[config.mk]
export PLATFORM = sky130hd
export DESIGN_NAME = serial_byte_receiver
export DESIGN_NICKNAME = d
export VERILOG_FILES = /design/src/rtl/serial_pkg.sv /design/src/rtl/sync_2ff.sv /design/src/rtl/serial_byte_receiver.sv
export SDC_FILE = /design/constraint.sdc
export NUM_CORES = 1
export LEC_CHECK = 0
export CAP_MARGIN = 10
export CORE_UTILIZATION = 50
export DETAILED_ROUTE_END_ITERATION = 8
export PLACE_DENSITY = 0.83
export SETUP_SLACK_MARGIN = 0.3
export SYNTH_ARGS = -nofsm -noshare
export SYNTH_HDL_FRONTEND = slang
export SYNTH_HIERARCHICAL = 1
export SYNTH_SLANG_ARGS = --single-unit
[constraint.sdc]
create_clock -name clk -period 3.1 [get_ports clk]
set_input_delay 0.62 -clock clk [delete_from_list [all_inputs] [get_ports clk]]
set_output_delay 0.62 -clock clk [all_outputs]
set_load 0.1 [all_outputs]
[src/rtl/serial_pkg.sv]
// serial_pkg
//   Shared definitions for the asynchronous serial receive path:
//   FSM state encoding and default frame geometry.
package serial_pkg;

    localparam int SERIAL_DEFAULT_WIDTH        = 8;
    localparam int SERIAL_DEFAULT_CLKS_PER_BIT = 16;

    typedef enum logic [2:0] {
        IDLE      = 3'd0,
        START     = 3'd1,
        DATA      = 3'd2,
        PARITY    = 3'd3,
        STOP      = 3'd4,
        WAIT_IDLE = 3'd5
    } rx_state_t;

endpackage

[src/rtl/sync_2ff.sv]
// sync_2ff
//   Two-flop synchroniser for a single asynchronous input. Its reset value is
//   a parameter so that idle-high lines do not glitch low out of reset.
// Ports:
//   clk    in  destination clock
//   rst_n  in  asynchronous active-low reset
//   d      in  asynchronous input
//   q      out synchronised output (two clk cycles of latency)
module sync_2ff #(
    parameter bit RST_VAL = 1'b1
) (
    input  logic clk,
    input  logic rst_n,
    input  logic d,
    output logic q
);

    logic meta;

    always_ff @(posedge clk or negedge rst_n) begin
        if (!rst_n) begin
            meta <= RST_VAL;
            q    <= RST_VAL;
        end else begin
            meta <= d;
            q    <= meta;
        end
    end

endmodule

[src/rtl/serial_byte_receiver.sv]
// serial_byte_receiver
//   8N1-style asynchronous serial receiver with a fixed oversampling count.
//   Correct frames load `data` and pulse `data_valid` for one cycle; a low
//   stop bit pulses `frame_err` and leaves `data` untouched.
//   Optional feature macro: SERIAL_RX_PARITY_EN adds an even-parity bit
//   before the stop bit and the `parity_err` output.
// Ports:
//   clk         in  system clock
//   rst_n       in  asynchronous active-low reset
//   rx          in  serial line, idle high, asynchronous to clk
//   data        out last correctly received word, LSB = first data bit
//   data_valid  out one-cycle pulse when data has just been updated
//   frame_err   out one-cycle pulse when the stop bit was sampled low
//   parity_err  out one-cycle pulse on parity mismatch (SERIAL_RX_PARITY_EN only)
//
// state     | meaning
// ----------+---------------------------------------------------------
// IDLE      | line idle, waiting for a low level (candidate start bit)
// START     | half a bit in, confirm the start bit or reject a glitch
// DATA      | sample one data bit per bit period, LSB first
// PARITY    | sample the even-parity bit (SERIAL_RX_PARITY_EN only)
// STOP      | sample the stop bit, publish the word or flag an error
// WAIT_IDLE | after a framing error, wait for the line to return high
module serial_byte_receiver
    import serial_pkg::*;
#(
    parameter int WIDTH        = SERIAL_DEFAULT_WIDTH,
    parameter int CLKS_PER_BIT = SERIAL_DEFAULT_CLKS_PER_BIT
) (
    input  logic             clk,
    input  logic             rst_n,
    input  logic             rx,
    output logic [WIDTH-1:0] data,
    output logic             data_valid,
    output logic             frame_err
`ifdef SERIAL_RX_PARITY_EN
    ,
    output logic             parity_err
`endif
);

    localparam int CW = $clog2(CLKS_PER_BIT);
    localparam int IW = $clog2(WIDTH + 1);
    localparam logic [CW-1:0] HALF_M1  = CW'(CLKS_PER_BIT / 2 - 1);
    localparam logic [CW-1:0] FULL_M1  = CW'(CLKS_PER_BIT - 1);
    localparam logic [IW-1:0] LAST_BIT = IW'(WIDTH - 1);

    logic             rx_s;
    rx_state_t        state, state_nx;
    logic [CW-1:0]    cnt, cnt_nx;
    logic [IW-1:0]    bit_idx, bit_nx;
    logic [WIDTH-1:0] shift_q, shift_nx;
    logic [WIDTH-1:0] data_nx;
    logic             dv_nx, fe_nx;
`ifdef SERIAL_RX_PARITY_EN
    logic             par_q, par_nx;
    logic             pe_nx;
`endif

    sync_2ff #(.RST_VAL(1'b1)) u_sync_rx (
        .clk   (clk),
        .rst_n (rst_n),
        .d     (rx),
        .q     (rx_s)
    );

    always_ff @(posedge clk or negedge rst_n) begin
        if (!rst_n) begin
            state      <= IDLE;
            cnt        <= '0;
            bit_idx    <= '0;
            shift_q    <= '0;
            data       <= '0;
            data_valid <= 1'b0;
            frame_err  <= 1'b0;
`ifdef SERIAL_RX_PARITY_EN
            par_q      <= 1'b0;
            parity_err <= 1'b0;
`endif
        end else begin
            state      <= state_nx;
            cnt        <= cnt_nx;
            bit_idx    <= bit_nx;
            shift_q    <= shift_nx;
            data       <= data_nx;
            data_valid <= dv_nx;
            frame_err  <= fe_nx;
`ifdef SERIAL_RX_PARITY_EN
            par_q      <= par_nx;
            parity_err <= pe_nx;
`endif
        end
    end

    // The counter free-runs inside a state and is cleared on every sample
    // point / state change, so each bit period restarts from zero.
    always_comb begin
        state_nx = state;
        cnt_nx   = cnt + 1'b1;
        bit_nx   = bit_idx;
        shift_nx = shift_q;
        data_nx  = data;
        dv_nx    = 1'b0;
        fe_nx    = 1'b0;
`ifdef SERIAL_RX_PARITY_EN
        par_nx   = par_q;
        pe_nx    = 1'b0;
`endif
        case (state)
            IDLE: begin
                cnt_nx = '0;
                if (!rx_s) state_nx = START;
            end
            START: begin
                if (cnt == HALF_M1) begin
                    cnt_nx   = '0;
                    bit_nx   = '0;
                    state_nx = rx_s ? IDLE : DATA;
                end
            end
            DATA: begin
                if (cnt == FULL_M1) begin
                    cnt_nx   = '0;
                    shift_nx = {rx_s, shift_q[WIDTH-1:1]};
                    bit_nx   = bit_idx + 1'b1;
                    if (bit_idx == LAST_BIT) begin
`ifdef SERIAL_RX_PARITY_EN
                        state_nx = PARITY;
`else
                        state_nx = STOP;
`endif
                    end
                end
            end
`ifdef SERIAL_RX_PARITY_EN
            PARITY: begin
                if (cnt == FULL_M1) begin
                    cnt_nx   = '0;
                    par_nx   = rx_s;
                    state_nx = STOP;
                end
            end
`endif
            STOP: begin
                if (cnt == FULL_M1) begin
                    cnt_nx = '0;
                    if (!rx_s) begin
                        fe_nx    = 1'b1;
                        state_nx = WAIT_IDLE;
                    end else begin
                        state_nx = IDLE;
`ifdef SERIAL_RX_PARITY_EN
                        // Even parity: data bits plus parity bit hold an even count of ones.
                        if ((^shift_q) ^ par_q) begin
                            pe_nx = 1'b1;
                        end else begin
                            data_nx = shift_q;
                            dv_nx   = 1'b1;
                        end
`else
                        data_nx = shift_q;
                        dv_nx   = 1'b1;
`endif
                    end
                end
            end
            WAIT_IDLE: begin
                cnt_nx = '0;
                if (rx_s) state_nx = IDLE;
            end
            default: begin
                cnt_nx   = '0;
                state_nx = IDLE;
            end
        endcase
    end

endmodule
Yosys cells after proc, flatten, opt, wreduce, memory -nomap -nowiden
Cells that the tools add are included.
{"block": "totals", "reg_bits": 31, "inputBits": 3, "output_inout_bits": 10, "elab_cells": 52}
{"block": "classes", "add_sub_neg": 2, "eq_ne": 13, "mux": 21, "n_reduce_logical": 7}
{"cell": "3-bit 2-to-1 mux", "count": 7}
{"cell": "4-bit 2-to-1 mux", "count": 4}
{"cell": "4-bit one-hot mux with 2 select lines", "count": 2}
{"cell": "3-bit one-hot mux with 5 select lines", "count": 1}
{"cell": "2-bit != test, second input constant", "count": 5}
{"cell": "4-bit by 1-bit adder with 4-bit output, second input constant", "count": 2}
{"cell": "4-bit by 3-bit equality test with 1-bit output, second input constant", "count": 2}
{"cell": "3-bit equality test, second input constant", "count": 2}
{"cell": "1-bit 2-to-1 mux", "count": 6}
{"cell": "3-bit AND reduction", "count": 2}
{"cell": "6-bit AND reduction", "count": 1}
{"cell": "4-bit equality test, second input constant", "count": 1}
{"cell": "3-bit by 1-bit equality test with 1-bit output, second input constant", "count": 1}
{"cell": "3-bit by 2-bit equality test with 1-bit output, second input constant", "count": 1}
{"cell": "3-bit logical NOT", "count": 1}
{"cell": "2-bit 2-to-1 mux", "count": 1}
{"cell": "2-bit by 1-bit != test with 1-bit output, second input constant", "count": 1}
{"cell": "2-bit AND reduction", "count": 1}
{"cell": "2-bit nonzero test", "count": 1}
{"cell": "2-bit OR reduction", "count": 1}

Logic depth before layout (Yosys ltp)
Gate-level depths: netlist of run 1.
{"block": "depth", "depth_word": 4, "mapped_depth": 5, "mapped_depth_nobuf": 5}

Modules after synthesis
The synthesis of run 1 kept the hierarchy.
{"mod": "serial_byte_receiver", "instances": 1, "cells_per_inst": 105, "area_each_um2": 1271.2}
{"mod": "sync_2ff", "instances": 1, "cells_per_inst": 2, "area_each_um2": 52.6}

Worst setup path after synthesis of run 1
No wires, ideal clock.
{"block": "synth_timing", "path_kind": "register -> register", "startpoint": "reg cnt[0]", "endpoint": "reg data[0]", "setup_ns": 0.125, "t_arrival_ns": 1.610, "t_required_ns": 2.975, "slack_ns": 1.365, "stages_incl_launch_ff": 5, "path_buffers": 0, "synth_period_minus_slack_ns": 1.735, "path_cell_list": "dfrtp_1 ha_1 nand3_1 nor3_2 mux2_2"}
{"block": "synth_via", "elab_chain_len": 2}
{"item": "start, declared", "line_no": "serial_byte_receiver.sv:50", "rtl": "logic [CW-1:0] cnt, cnt_nx;"}
{"item": "start signal, assigned", "line_no": "serial_byte_receiver.sv:82", "rtl": "cnt <= cnt_nx;"}
{"item": "4-bit equality test", "line_no": "serial_byte_receiver.sv:145", "rtl": "if (cnt == FULL_M1) begin"}
{"item": "3-bit AND reduction (no line)"}
{"item": "end signal, assigned", "line_no": "serial_byte_receiver.sv:85", "rtl": "data <= data_nx;"}
{"item": "end, declared", "line_no": "serial_byte_receiver.sv:33", "rtl": "output logic [WIDTH-1:0] data,"}
No other way between the ends.
A chain may end at the register's enable or synchronous reset.

Final worst setup path of run 1
{"block": "layout_timing", "startpoint": "reg state[2]", "endpoint": "reg data[1]"}
{"block": "layout_via", "elab_chain_len": 2}
{"item": "start, declared", "line_no": "serial_byte_receiver.sv:49", "rtl": "rx_state_t state, state_nx;"}
{"item": "start signal, assigned", "line_no": "serial_byte_receiver.sv:81", "rtl": "state <= state_nx;"}
{"item": "3-bit equality test", "line_no": "serial_byte_receiver.sv:109", "rtl": "case (state)"}
{"item": "3-bit AND reduction (no line)"}
No other way between the ends.

==> results of run 1 <==
==> Yosys cell counts, drive strengths merged <==
master,n
buf,1
o21a,1
or4b,1
dfstp,2
nor2,6
o22ai,1
and3b,1
nand2,7
o211ai,1
a211o,1
ha,2
inv,2
or3b,2
a21oi,2
o311ai,1
or2,1
nor3,2
o21ai,6
nor2b,2
or4,1
nand2b,1
a2111oi,1
clkbuf,3
nor4,2
a22oi,1
nand3,5
nand4,1
dfrtp,29
mux2,16
nand3b,1
xor2,2
o311a,2
==> area by class of cell <==
class | instances | area (µm²)
Clock buffer | 7 | 55.1
Timing Repair Buffer | 13 | 103
Multi-Input combinational cell | 70 | 522
Inverter | 2 | 7.51
Clock inverter | 1 | 5.00
Tap cell | 30 | 37.5
Fill cell | 197 | 992
Sequential cell | 31 | 778
==> cell families (layout without fill, tap and decap cells) <==
kind of cell / count (synthesis) / in the layout
buf+inv: 6 / 23
mux: 16 / 16
compound gates: 17 / 17
fa+ha+maj: 2 / 2
simple gates: 33 / 33
xor+xnor: 2 / 2
flops: 31 / 31
==> routing by layer <==
layer	track usage, %	vias to the layer above
met5	0	-
met4	12.7	0
met3	6.32	8
met2	27.1	16
met1	25.0	415
li1	-	421
==> state kept, by name, indices dropped and copies added, names as in the netlist <==
| signal | flops |
|---|---|
| cnt | 4 |
| shift_q | 8 |
| state | 3 |
| frame_err | 1 |
| u_sync_rx/q | 1 |
| data | 8 |
| data_valid | 1 |
| u_sync_rx/meta | 1 |
| bit_idx | 4 |
==> where the power goes <==
group,internal [W],switching [W],total [W]
sequential,0.000439,0.0000526,0.000491
combinational,0.0000710,0.0000660,0.000137
clock,0.000110,0.000134,0.000244
==> metrics by stage <==
step | total power, W | setup WS, ns | hold slack [ns] | cell area (µm²) | util (%)
finish | 0.000873 | 1.05 | 0.361 | 1510 | 60.3
global route | 0.000917 | 0.923 | 0.367 | 1510 | 60.3
CTS | 0.000878 | 1.05 | 0.364 | 1510 | 60.3
detailed placement | 0.000637 | 1.07 | 0.351 | 1450 | 57.9
global placement | 0.000629 | 1.15 | 0.349 | 1450 | 57.9
floorplan | 0.000594 | 1.36 | 0.324 | 1320 | -
==> worst paths after layout <==
check	to	slack, ns	cells after the start
max in group asynchronous	u_sync_rx/meta	2.10	2
hold reg to reg	u_sync_rx/q	0.36	0
min in group asynchronous	state[0]	0.66	2
setup / recovery	data[1]	1.05	4
setup reg to reg	data[1]	1.05	4
hold / removal	u_sync_rx/q	0.36	0
==> flow_metrics.py, run 1 <==
metrics = {
    "timing": {
        "maxSlewViolCount": 0,
        "hold_viol_final": 0,
        "grt_setup_unrepaired": "no",
        "finalSetupTns_ns": 0,
        "tightest_slew_ns": 0.651,
        "relSlewSlack_pct": 56.4,
        "fmax_ghz": 0.487,
        "setup_violations": 0,
        "fin_crit_ns": 2.05,
        "period_share_pct": 66.2,
        "skew_ns": 0.0167,
    },
    "synthesis": {
        "muxShareOfSynthArea_pct": 13.6,
        "syn_avg_cell_area_um2": 12.4,
        "synth-seq-area-share_pct": 58.8,
        "synth_top_family_by_area": "simple AND/OR/NAND/NOR gates",
        "synthTopCellsByArea": "dfrtp_1 55%, mux2_2 14%, dfstp_2 4.0%, o21ai_0 2.3%, nand2_1 2.0%",
        "yosys.area_share.simple_pct": 13.9,
        "synthCells": 107,
        "synth-adder-area-share_pct": 1.89,
        "synth_compound_area_share_pct": 8.70,
        "synth-xor-area-share_pct": 1.32,
        "yosysTopAreaCellShare_pct": 54.8,
        "syn-num-nets": 112,
        "synth_cell_types": 34,
        "yosys_warnings": 6,
        "yosys.area.top_type": "dfrtp_1",
        "syn_area_mm2": 0.00132,
        "ys_ff_latch": 31,
    },
    "layout": {
        "nets": 128,
        "layout-drive-gt1-share_pct": 31.5,
        "mostFrequentLayoutCells": "29 x dfrtp_1, 16 x mux2_2, 11 x buf_4, 7 x nand2_1",
        "areaGrowthSynthToFinish_pct": 13.9,
        "fin_cells": 154,
        "diodes": 0,
        "final_common_cell": "dfrtp_1",
    },
    "floorplan": {
        "rows": 18,
        "io_pins": 13,
        "die_w_um": 53.5,
        "initial_core_util_pct": 53.0,
        "core-area_mm2": 0.00250,
        "die_y_um": 53.5,
        "die-area_mm2": 0.00286,
    },
    "run": {
        "maxCapViolations": 0,
    },
    "clock_network": {
        "cts-root-buf": "clkbuf_4",
        "cts_max_level": 2,
        "cts_resized": 0,
        "cts_tree": "done",
        "cts.sinks": 31,
        "cts_buffers": 5,
        "post_cts_buffers": 0,
        "insertion_delay_ns": 0.34,
        "path_clk_slew_ns": 0.10,
        "clockBufferDepth": 2,
        "ctsHoldBuffers": 0,
    },
    "placed_design": {
        "io_buffers": 12,
        "dp_hpwl_um": 1500,
        "place_inst": 146,
        "place.gp.congestion": 0.785,
    },
    "power_and_ir_drop": {
        "power_leakage_nw": 0.737,
        "vdd_drop_max_mv": 0.519,
        "powerDensity_mw_per_mm2": 579,
    },
    "route": {
        "vias": 860,
        "drt_first_pass_iters": 4,
        "vias_per_cell": 5.58,
        "wl_per_cell_um": 14.2,
        "m1WireLength_um": 973,
        "top_layer_used": "met4",
        "route.detailed.drc": 0,
        "antenna_left": 0,
        "drt_wl_total_um": 2190,
        "drt_iter0_markers": 13,
        "route.met2.wl_um": 1060,
        "routed-wl-met3_um": 100,
    },
    "setup_path": {
        "start_kind": "flop",
        "worstPathMaxFanout": 14,
        "cp_cell_sequence": "nor2b_1 -> nand2_1 -> nor3_2 -> mux2_2",
        "critPathKind": "flop to flop",
        "crit_start": "state[2]",
        "slowest_stage": "dfrtp_1",
        "rr_startpoint": "state[2]",
        "cp_top_family": "simple AND/OR/NAND/NOR gates",
        "end_kind": "flop",
        "max_stage_delay_ns": 0.57,
        "cp_data_arrival_time_ns": 2.27,
        "crit_required_ns": 3.32,
        "crit_buf_inv": 0,
    },
    "global_route": {
        "grt-ovfl-total": 0,
        "grt_pass1_vias": 835,
        "grt_use_total_pct": 19.3,
        "grt_first_pass_wirelength_um": 3760,
        "antenna_found_initial": 0,
        "grt_max_degree": 32,
    },
    "hold_path": {
        "hp-class": "flop to flop",
        "holdCritStartpoint": "u_sync_rx/meta",
    },
    "status": {
        "outcome": "finished clean",
    },
}
No activity file was read; power rests on OpenSTA's default activity.
==> run 2, diff against run 1 <==
==> constraint.sdc (replaced) <==
create_clock -name clk -period 2 [get_ports clk]
set_input_delay 0.4 -clock clk [delete_from_list [all_inputs] [get_ports clk]]
set_output_delay 0.4 -clock clk [all_outputs]
set_load 0.1 [all_outputs]
==> run 2 against run 1 <==
  * Via count increased by 5.0%
  * Sequential cell count did not move
  * Sequential power grew 49%
  * Global-route usage up 1.6 points
  * Routed wire length up 9.8%
  * Critical path depth unchanged
  * Setup slack lost 0.75 ns
  * Register-to-register slack worse by 0.75 ns
  * Sequential share of layout area is 2.4 points lower
  * Combinational power rose by 120%
  * Worst hold slack improved by 0.0020 ns
  * Largest cell class unchanged
  * Highest routed layer unchanged
==> flow_metrics.py, run 2 (synthesis gave the netlist of run 1 again) <==
metrics = {
    "layout": {
        "diodes": 0,
        "mostFrequentLayoutCells": "28 x dfrtp_1, 17 x buf_4, 16 x mux2_2, 7 x nand2_1",
        "nets": 135,
        "final_common_cell": "dfrtp_1",
        "regArea_um2": 779,
        "top_regs": "data x8, shift_q x8",
        "n_fill_cell": 174,
        "multiInputGateArea_um2": 549,
        "layout-drive-gt1-share_pct": 37.4,
        "areaGrowthSynthToFinish_pct": 19.6,
    },
    "setup_path": {
        "max_stage_delay_ns": 0.48,
        "end_kind": "flop",
        "r2r-end": "bit_idx[3]",
        "rr_startpoint": "state[1]",
        "start_kind": "flop",
        "reg2reg_slack_ns": 0.30,
        "endpoint": "bit_idx[3]",
        "cp_data_arrival_time_ns": 1.98,
        "worstPathMaxFanout": 3,
        "cp_cell_sequence": "or3b_1 -> a211o_1 -> or4_1 -> nand3_1",
        "crit_required_ns": 2.28,
        "slowest_stage": "or4_1",
        "cp_top_family": "simple AND/OR/NAND/NOR gates",
        "crit_buf_inv": 0,
        "path_depth": 4,
        "critPathKind": "flop to flop",
        "crit_start": "state[1]",
        "rr_worst_depth": 4,
    },
    "power_and_ir_drop": {
        "p_switching_w": 0.000407,
        "p_sw_share_pct": 29.7,
        "total_power_w": 0.00137,
        "p_int_w": 0.000964,
        "combPwrFrac_pct": 21.8,
        "power_leakage_nw": 0.767,
        "vdd_drop_max_mv": 0.844,
        "p_seq_share_pct": 53.4,
        "p_clk_share_pct": 24.8,
        "powerDensity_mw_per_mm2": 866,
    },
    "floorplan": {
        "die_y_um": 53.5,
        "io_pins": 13,
        "die-area_mm2": 0.00286,
        "initial_core_util_pct": 53.0,
        "rows": 18,
        "die_w_um": 53.5,
        "core-area_mm2": 0.00250,
    },
    "run": {
        "maxCapViolations": 0,
    },
    "clock_network": {
        "path_clk_slew_ns": 0.09,
        "cts-root-buf": "clkbuf_4",
        "cts.sinks": 31,
        "cts_tree": "done",
        "ctsHoldBuffers": 0,
        "cts_max_level": 2,
        "cts_buffers": 5,
        "clockBufferDepth": 2,
        "insertion_delay_ns": 0.33,
    },
    "route": {
        "antenna_left": 0,
        "route.detailed.drc": 0,
        "wl_per_cell_um": 14.9,
        "vias_per_cell": 5.61,
        "drt_iter0_markers": 15,
        "drt_wl_total_um": 2400,
        "drt_first_pass_iters": 4,
        "vias": 903,
    },
    "global_route": {
        "grt_use_total_pct": 20.9,
        "grt_max_degree": 32,
        "grt_pass1_vias": 898,
        "grt_first_pass_wirelength_um": 4000,
        "antenna_found_initial": 0,
        "grt-ovfl-total": 0,
    },
    "timing": {
        "skew_ns": 0.0105,
        "hold_viol_final": 0,
        "hold_ws_ns": 0.363,
        "fmax_ghz": 0.587,
        "period_share_pct": 85.2,
        "relSlewSlack_pct": 74.7,
        "finalSetupTns_ns": 0,
        "fin_crit_ns": 1.70,
        "tightest_slew_ns": 0.371,
        "maxSlewViolCount": 0,
        "setup_violations": 0,
        "grt_setup_unrepaired": "yes",
    },
    "placed_design": {
        "dp_hpwl_um": 1630,
        "place.gp.congestion": 0.775,
        "io_buffers": 12,
    },
    "hold_path": {
        "hp-class": "flop to flop",
    },
    "status": {
        "outcome": "finished clean",
    },
}
run 2: cell count changes in the layout (fill, tap and decap cells not counted), sizes merged:
cell,delta
buf,+7
run 2: power groups by stage:
stage	clock [W]	combinational [W]	sequential (W)
final	0.000340	0.000299	0.000732
after detailed placement	0	0.000252	0.000745
after CTS	0.000357	0.000284	0.000728
after global placement	0	0.000244	0.000740
after global routing	0.000374	0.000333	0.000742
after floorplan	0	0.000186	0.000736
run 2: per-layer routing:
layer / global-route usage [%] / routed length, µm / part of all wire, % / vias up
met2: 32.1 / 1180 / 49 / 24
met4: 9.21 / 48 / 2.0 / 0
met3: 8.05 / 125 / 5.2 / 6
met5: 0 / 0 / 0 / -
li1: - / - / - / 438
met1: 25.7 / 1050 / 44 / 435
run 2: through the flow:
stage / util (%) / instances / worst slack (ns) / area [µm²]
after floorplan: - / 107 / 0.265 / 1330
after global placement: 59.2 / 150 / 0.276 / 1480
after detailed placement: 59.2 / 150 / 0.224 / 1480
after CTS: 62.5 / 161 / 0.263 / 1560
after global routing: 63.3 / 161 / 0.245 / 1580
final: 63.3 / 161 / 0.297 / 1580
run 2: repair_timing:
action,in CTS,in global routing
pin swaps,1,1
setup endpoints to repair,18,11
buffers inserted,3,0
resized for setup,3,5
run 2: final cells by class:
class | instances | area share [%]
flip-flops and latches | 31 | 49.2
well taps | 30 | 2.37
inverters | 2 | 0.474
clock buffers | 7 | 2.85
repair buffers | 20 | 10.0
multi-input cells | 70 | 34.7
clock inverters | 1 | 0.316
run 2: worst min path at each step:
stage	start	end	slack, ns	cells after the start
floorplan	rst_n	bit_idx[0]	0.10	0
global placement	u_sync_rx/meta	u_sync_rx/q	0.35	0
detailed placement	u_sync_rx/meta	u_sync_rx/q	0.35	0
CTS	u_sync_rx/meta	u_sync_rx/q	0.37	0
global route	u_sync_rx/meta	u_sync_rx/q	0.37	0
finish	u_sync_rx/meta	u_sync_rx/q	0.36	0
